$ cat config.mk
export PLATFORM = sky130hd
export DESIGN_NAME = mxrv_csr_ctrl
export DESIGN_NICKNAME = d
export VERILOG_FILES = /design/src/rtl/mxrv_csr_ctrl_pkg.sv /design/src/rtl/mxrv_csr_ctrl_alu.sv /design/src/rtl/mxrv_csr_ctrl.sv
export SDC_FILE = /design/constraint.sdc
export NUM_CORES = 1
export LEC_CHECK = 0
export BUFFER_PORTS_ARGS = -buffer_cell sky130_fd_sc_hd__buf_2
export CORE_UTILIZATION = 46
export CTS_CLUSTER_SIZE = 12
export DETAILED_ROUTE_END_ITERATION = 12
export GPL_ROUTABILITY_DRIVEN = 0
export PLACE_DENSITY = 0.78
export RECOVER_POWER = 25
export SLEW_MARGIN = 20
export SYNTH_ARGS = -nofsm -noshare
export SYNTH_HDL_FRONTEND = slang
export SYNTH_SLANG_ARGS = --single-unit
$ cat constraint.sdc
create_clock -name clk -period 2.15 [get_ports clk]
set_clock_uncertainty 0.15 [all_clocks]
set_input_delay 0.43 -clock clk [delete_from_list [all_inputs] [get_ports clk]]
set_output_delay 0.43 -clock clk [all_outputs]
set_load 0.05 [all_outputs]
$ cat src/rtl/mxrv_csr_ctrl_pkg.sv
// Shared definitions for the CSR sequencer: bus widths, FSM states, Zicsr funct3 codes
// and the machine-mode CSR addresses used by the trap and MRET sequences.
package mxrv_csr_ctrl_pkg;

    localparam int RegBus        = 32;
    localparam int CsrRegAddrBus = 12;

    typedef enum logic [3:0] {
        S_IDLE,
        S_C_RD,
        S_C_WR,
        S_T_EPC,
        S_T_CAUSE,
        S_T_VAL,
        S_T_VEC,
        S_T_JMP,
        S_M_RD,
        S_M_JMP
    } state_t;

    localparam logic [2:0] F3_CSRRW  = 3'b001;
    localparam logic [2:0] F3_CSRRS  = 3'b010;
    localparam logic [2:0] F3_CSRRC  = 3'b011;
    localparam logic [2:0] F3_CSRRWI = 3'b101;
    localparam logic [2:0] F3_CSRRSI = 3'b110;
    localparam logic [2:0] F3_CSRRCI = 3'b111;

    localparam logic [CsrRegAddrBus-1:0] CSR_MSTATUS  = 12'h300;
    localparam logic [CsrRegAddrBus-1:0] CSR_MIE      = 12'h304;
    localparam logic [CsrRegAddrBus-1:0] CSR_MTVEC    = 12'h305;
    localparam logic [CsrRegAddrBus-1:0] CSR_MSCRATCH = 12'h340;
    localparam logic [CsrRegAddrBus-1:0] CSR_MEPC     = 12'h341;
    localparam logic [CsrRegAddrBus-1:0] CSR_MCAUSE   = 12'h342;
    localparam logic [CsrRegAddrBus-1:0] CSR_MTVAL    = 12'h343;

    localparam logic Write = 1'b1;
    localparam logic Read  = 1'b0;

endpackage

$ cat src/rtl/mxrv_csr_ctrl_alu.sv
// Combinational Zicsr read-modify-write: new CSR value and whether the write happens.
module mxrv_csr_alu
    import mxrv_csr_ctrl_pkg::*;
(
    input  logic [RegBus-1:0] old_val,
    input  logic [RegBus-1:0] src_val,
    input  logic [2:0]        funct3,
    input  logic [4:0]        rs1_idx,
    output logic [RegBus-1:0] new_val,
    output logic              write_en
);

    // Set/clear with rs1 (or zimm) index zero are pure reads.
    always_comb begin
        new_val  = old_val;
        write_en = 1'b0;
        case (funct3[1:0])
            2'b01: begin
                new_val  = src_val;
                write_en = 1'b1;
            end
            2'b10: begin
                new_val  = old_val | src_val;
                write_en = (rs1_idx != 5'd0);
            end
            2'b11: begin
                new_val  = old_val & ~src_val;
                write_en = (rs1_idx != 5'd0);
            end
            default: ;
        endcase
    end

endmodule

$ cat src/rtl/mxrv_csr_ctrl.sv
// CSR port sequencer: arbitrates traps, MRET and Zicsr instructions onto one
// synchronous-read CSR register port and issues PC redirects.
module mxrv_csr_ctrl
    import mxrv_csr_ctrl_pkg::*;
(
    input  logic                     clk,
    input  logic                     rst_n,
    input  logic                     csr_req_i,
    input  logic [2:0]               csr_funct3_i,
    input  logic [CsrRegAddrBus-1:0] csr_addr_i,
    input  logic [4:0]               csr_rs1_idx_i,
    input  logic [RegBus-1:0]        csr_rs1_data_i,
    output logic                     csr_ack_o,
    input  logic                     trap_req_i,
    input  logic [RegBus-1:0]        trap_pc_i,
    input  logic [RegBus-1:0]        trap_cause_i,
    input  logic [RegBus-1:0]        trap_val_i,
    input  logic                     mret_req_i,
    output logic                     done_o,
    output logic                     rd_we_o,
    output logic [RegBus-1:0]        rd_wdata_o,
    output logic                     illegal_o,
    output logic                     redirect_o,
    output logic [RegBus-1:0]        redirect_pc_o,
    output logic                     busy_o,
    output logic [CsrRegAddrBus-1:0] csr_addr_o,
    output logic                     csr_we_o,
    output logic [RegBus-1:0]        csr_wdata_o,
    input  logic [RegBus-1:0]        csr_rdata_i
);

    state_t                   state, state_next;
    logic                     take_trap, take_csr;
    logic [2:0]               funct3_q;
    logic [CsrRegAddrBus-1:0] addr_q;
    logic [4:0]               idx_q;
    logic [RegBus-1:0]        data_q, pc_q, cause_q, val_q;
    logic [RegBus-1:0]        src_val, new_val;
    logic                     alu_we;

    assign src_val = funct3_q[2] ? {{(RegBus-5){1'b0}}, idx_q} : data_q;

    mxrv_csr_alu u_alu (
        .old_val  (csr_rdata_i),
        .src_val  (src_val),
        .funct3   (funct3_q),
        .rs1_idx  (idx_q),
        .new_val  (new_val),
        .write_en (alu_we)
    );

    always_ff @(posedge clk or negedge rst_n) begin
        if (!rst_n) begin
            state    <= S_IDLE;
            funct3_q <= '0;
            addr_q   <= '0;
            idx_q    <= '0;
            data_q   <= '0;
            pc_q     <= '0;
            cause_q  <= '0;
            val_q    <= '0;
        end else begin
            state <= state_next;
            if (take_trap) begin
                pc_q    <= trap_pc_i;
                cause_q <= trap_cause_i;
                val_q   <= trap_val_i;
            end
            if (take_csr) begin
                funct3_q <= csr_funct3_i;
                addr_q   <= csr_addr_i;
                idx_q    <= csr_rs1_idx_i;
                data_q   <= csr_rs1_data_i;
            end
        end
    end

    // Port read data arrives one cycle after the read slot, so the C_WR, T_JMP and
    // M_JMP slots consume csr_rdata_i directly.
    always_comb begin
        state_next    = state;
        take_trap     = 1'b0;
        take_csr      = 1'b0;
        csr_ack_o     = 1'b0;
        done_o        = 1'b0;
        rd_we_o       = 1'b0;
        rd_wdata_o    = '0;
        illegal_o     = 1'b0;
        redirect_o    = 1'b0;
        redirect_pc_o = '0;
        csr_addr_o    = '0;
        csr_we_o      = Read;
        csr_wdata_o   = '0;
        busy_o        = (state != S_IDLE);
        case (state)
            S_IDLE: begin
                if (trap_req_i) begin
                    csr_ack_o  = 1'b1;
                    take_trap  = 1'b1;
                    state_next = S_T_EPC;
                end else if (mret_req_i) begin
                    csr_ack_o  = 1'b1;
                    state_next = S_M_RD;
                end else if (csr_req_i) begin
                    csr_ack_o  = 1'b1;
                    take_csr   = 1'b1;
                    state_next = S_C_RD;
                end
            end
            S_C_RD: begin
                if (funct3_q[1:0] == 2'b00) begin
                    done_o     = 1'b1;
                    illegal_o  = 1'b1;
                    state_next = S_IDLE;
                end else begin
                    csr_addr_o = addr_q;
                    state_next = S_C_WR;
                end
            end
            S_C_WR: begin
                done_o     = 1'b1;
                state_next = S_IDLE;
                if (alu_we && addr_q[11:10] == 2'b11) begin
                    illegal_o = 1'b1;
                end else begin
                    rd_we_o    = 1'b1;
                    rd_wdata_o = csr_rdata_i;
                    if (alu_we) begin
                        csr_addr_o  = addr_q;
                        csr_we_o    = Write;
                        csr_wdata_o = new_val;
                    end
                end
            end
            S_T_EPC: begin
                csr_addr_o  = CSR_MEPC;
                csr_we_o    = Write;
                csr_wdata_o = pc_q;
                state_next  = S_T_CAUSE;
            end
            S_T_CAUSE: begin
                csr_addr_o  = CSR_MCAUSE;
                csr_we_o    = Write;
                csr_wdata_o = cause_q;
                state_next  = S_T_VAL;
            end
            S_T_VAL: begin
                csr_addr_o  = CSR_MTVAL;
                csr_we_o    = Write;
                csr_wdata_o = val_q;
                state_next  = S_T_VEC;
            end
            S_T_VEC: begin
                csr_addr_o = CSR_MTVEC;
                state_next = S_T_JMP;
            end
            S_T_JMP: begin
                redirect_o    = 1'b1;
                redirect_pc_o = {csr_rdata_i[RegBus-1:2], 2'b00};
                state_next    = S_IDLE;
            end
            S_M_RD: begin
                csr_addr_o = CSR_MEPC;
                state_next = S_M_JMP;
            end
            S_M_JMP: begin
                redirect_o    = 1'b1;
                redirect_pc_o = csr_rdata_i;
                state_next    = S_IDLE;
            end
            default: state_next = S_IDLE;
        endcase
    end

endmodule

==> summary.txt <==
Run status
  – Status: finished, violations left
  – Failing checks: negative setup slack

STA
  – Min Clock Period, post-route: between 3 and 4 ns
  – Final Cycle Share: 1.418
  – Max Freq: 328.1 MHz
  – Final setup violating endpoints: 263
  – RSZ-0062 raised after global routing: yes
  – Worst slew margin: 0.1972
  – Final count of hold timing violations: 0
  – Slew @ Worst Pin: 1.204 ns
  – Hold slack: 0.08913 ns
  – Final Max Slew Viols: 0
  – Final WS setup: -0.8981 ns

Finish
  – Area grow syn2layout: 62.16%
  – Register area: 3806 sq um
  – Nets: 1320
  – Layout filler cell count: 980
  – Multi-input gate area: 4808 sq um
  – Layout cells sized above 1: 0.6443
  – Core Util, Final: 0.7741
  – Layout Cells excl Fill: approximately 1.4k

Setup path
  – Worst reg-to-reg path cell count: 9
  – Worst-path fanout max: 7
  – Crit Path Class: register to output port
  – Crit start category: register
  – CP required: 1.57 ns
  – Critical Path End Type: output port
  – Data arrival, critical path: 2.47 ns

GRT
  – Gr ovfl total: 0
  – Vias in the first global route: 7997
  – Pin count of the biggest net entering global routing: 71
  – First-pass GRT wire length: 43.92 mm
  – All-layer global routing usage: 0.3161
  – Initial antenna violation count: 5

Power
  – Combinational fraction of design power: 0.641
  – Leakage: slightly above 6 nW
  – Sw power: 10.42 mW
  – Net Sw Frac: 0.4394
  – Power density cells: 1752 nW/um^2
  – Maximum vdd drop: 1474 uV
  – Clock network power share: 0.134
  – Flop pwr share: 0.224
  – Final Power: 23.71 mW
  – Pint: 13.29 mW

Yosys
  – Synth Register Bits: 152
  – Syn_nets: 947
  – Syn_area_per_cell: 10.95 sq um
  – YS warnings: 0
  – Top_reg_cell synth: dfrtp_1
  – Syn Inst Count: 762
  – Most frequent cell after synthesis: dfrtp_1
  – Post-synth EDFFs: 0
  – Top cells by area, synth: dfrtp_1 46%, mux2_2 20%, mux2i_1 4.0%
  – Post-synth top area share: 0.4559
  – Synth cell types: 43
  – Seq/Total Area, Yosys: 0.4559
  – Post-Syn Area: approximately 8300 sq um
  – Post-synth top cells: 152 x dfrtp_1, 148 x mux2_2, 45 x clkbuf_1
  – Async SR Flop Fraction: 1.000
  – Biggest area consumer among synthesized cells: dfrtp_1

Detailed routing
  – DRT Wirelength: 33.87 mm
  – Iteration-0 DRC Markers: between 600 and 700
  – Vias per inst: 6.021
  – Routed length per instance: 24.56 microns
  – Antenna viol nets, final: 0
  – Post-route DRC: 0
  – Vias: 8303
  – Drt pass-1 iters: 6

CTS
  – CTS tree: built
  – Clock Path Buffers: 2
  – H-tree Lvls: 4
  – Clock net sink count: around 150
  – Worst-skew pair later-pin latency: ~0.42 ns
  – Num CTS Buffers: 17
  – Clock transition at path regs: 0.07 ns
  – Clock Root Buffer: clkbuf_16

Place
  – DP HPWL: 18.81 mm
  – I/O Buffers: about 300
  – Placed cell count: around 1.3k

Floorplanning
  – Die X: ~140 microns
  – Initial Util: 0.4774
  – Core Footprint: 17480 sq um
  – Die H: around 140 microns
  – Row count: 48
  – Die area: 18680 sq um
  – IO Count: 300

Min path
  – Hold Crit Depth: 2
  – Hold Crit Class: input port to register

Run
  – Max_cap viols: 0
[power groups by stage]
stage / clock, mW / sequential [mW] / combinational, mW
after floorplan: 0 / 4.95 / 8.21
after global placement: 0 / 5.13 / 11.1
after detailed placement: 0 / 5.25 / 11.3
after CTS: 3.20 / 5.21 / 13.5
after global routing: 3.33 / 5.47 / 15.7
final: 3.18 / 5.32 / 15.2
[final timing paths]
kind	startpoint	endpoint	slack (ns)
worst max-delay path	state[0]$_DFFE_PN0P_	rd_wdata_o[28]	-0.90
worst min-delay path	trap_cause_i[3]	cause_q[3]$_DFFE_PN0P_	0.09
worst max register to register	state[0]$_DFFE_PN0P_	val_q[26]$_DFFE_PN0P_	-0.24
worst min register to register	pc_q[30]$_DFFE_PN0P_	pc_q[30]$_DFFE_PN0P_	0.35
max in group asynchronous	rst_n	cause_q[14]$_DFFE_PN0P_	0.34
min in group asynchronous	rst_n	val_q[3]$_DFFE_PN0P_	0.65
[layout by cell type, fill, tap and decap left out, types with 30 or more instances in the layout]
| cell | netlist | routed |
|---|---|---|
| buf_2 | 9 | 183 |
| dfrtp_1 | 152 | 150 |
| mux2_2 | 148 | 148 |
| buf_8 | 0 | 75 |
| buf_4 | 4 | 64 |
| buf_6 | 0 | 58 |
| nand2_1 | 43 | 40 |
| a21oi_1 | 38 | 38 |
| nor2_1 | 39 | 35 |
| and2_4 | 0 | 33 |
| a22oi_1 | 32 | 32 |
| mux2i_1 | 33 | 31 |
| nand2b_1 | 32 | 30 |
[flip-flops by register name, indices dropped and copies added (netlist names)]
signal	flops
addr_q	12
data_q	32
cause_q	32
pc_q	32
val_q	32
state	4
funct3_q	3
idx_q	5
[area by class of cell]
| class | count | share of cell area |
|---|---|---|
| repair buffers | 418 | 0.2941 |
| clock buffers | 20 | 0.03376 |
| flip-flops and latches | 152 | 0.2813 |
| inverters | 5 | 0.001572 |
| well taps | 225 | 0.02081 |
| diodes | 7 | 0.001295 |
| clock inverters | 11 | 0.01175 |
| multi-input cells | 541 | 0.3554 |
[through the flow]
step / setup TNS (ns) / setup slack, ns / cell area [sq um]
after floorplan: -20.39 / -0.3096 / 8569
after global placement: -24.82 / -0.3421 / 10850
after detailed placement: -28.93 / -0.3838 / 10850
after CTS: -76.11 / -0.7298 / 12800
after global routing: -104.00 / -0.8939 / 13520
final: -101.49 / -0.8981 / 13530
[logic make-up after synthesis]
kind of cell,share of synthesized area
DFF,0.4559
and+or+nand+nor,0.1564
buffers and inverters,0.03509
muxes,0.2394
AOI/OAI and AO/OA,0.1132
[layer usage]
metal | part of all wire | track usage
met4 | 0.052 | 0.1574
met5 | 0.00038 | 0
met2 | 0.49 | 0.5347
met1 | 0.37 | 0.3793
met3 | 0.088 | 0.06889
[critical path, stage by stage (launching register included)]
cell     delay (ns)
dfrtp_1        0.41
or4b_4         0.58
buf_6          0.16
a31oi_4        0.23
buf_4          0.18
buf_12         0.11
and2_4         0.20
buf_8          0.16
[repair_timing]
item                                   CTS  global route
pin swaps                               19            11
setup endpoints to repair              115           263
hold buffers                             1             0
gates cloned                             5            15
endpoints found under the hold margin   40             0
buffers inserted                        18            18
gates resized for setup                324            96
No activity file was read; power rests on OpenSTA's default activity.
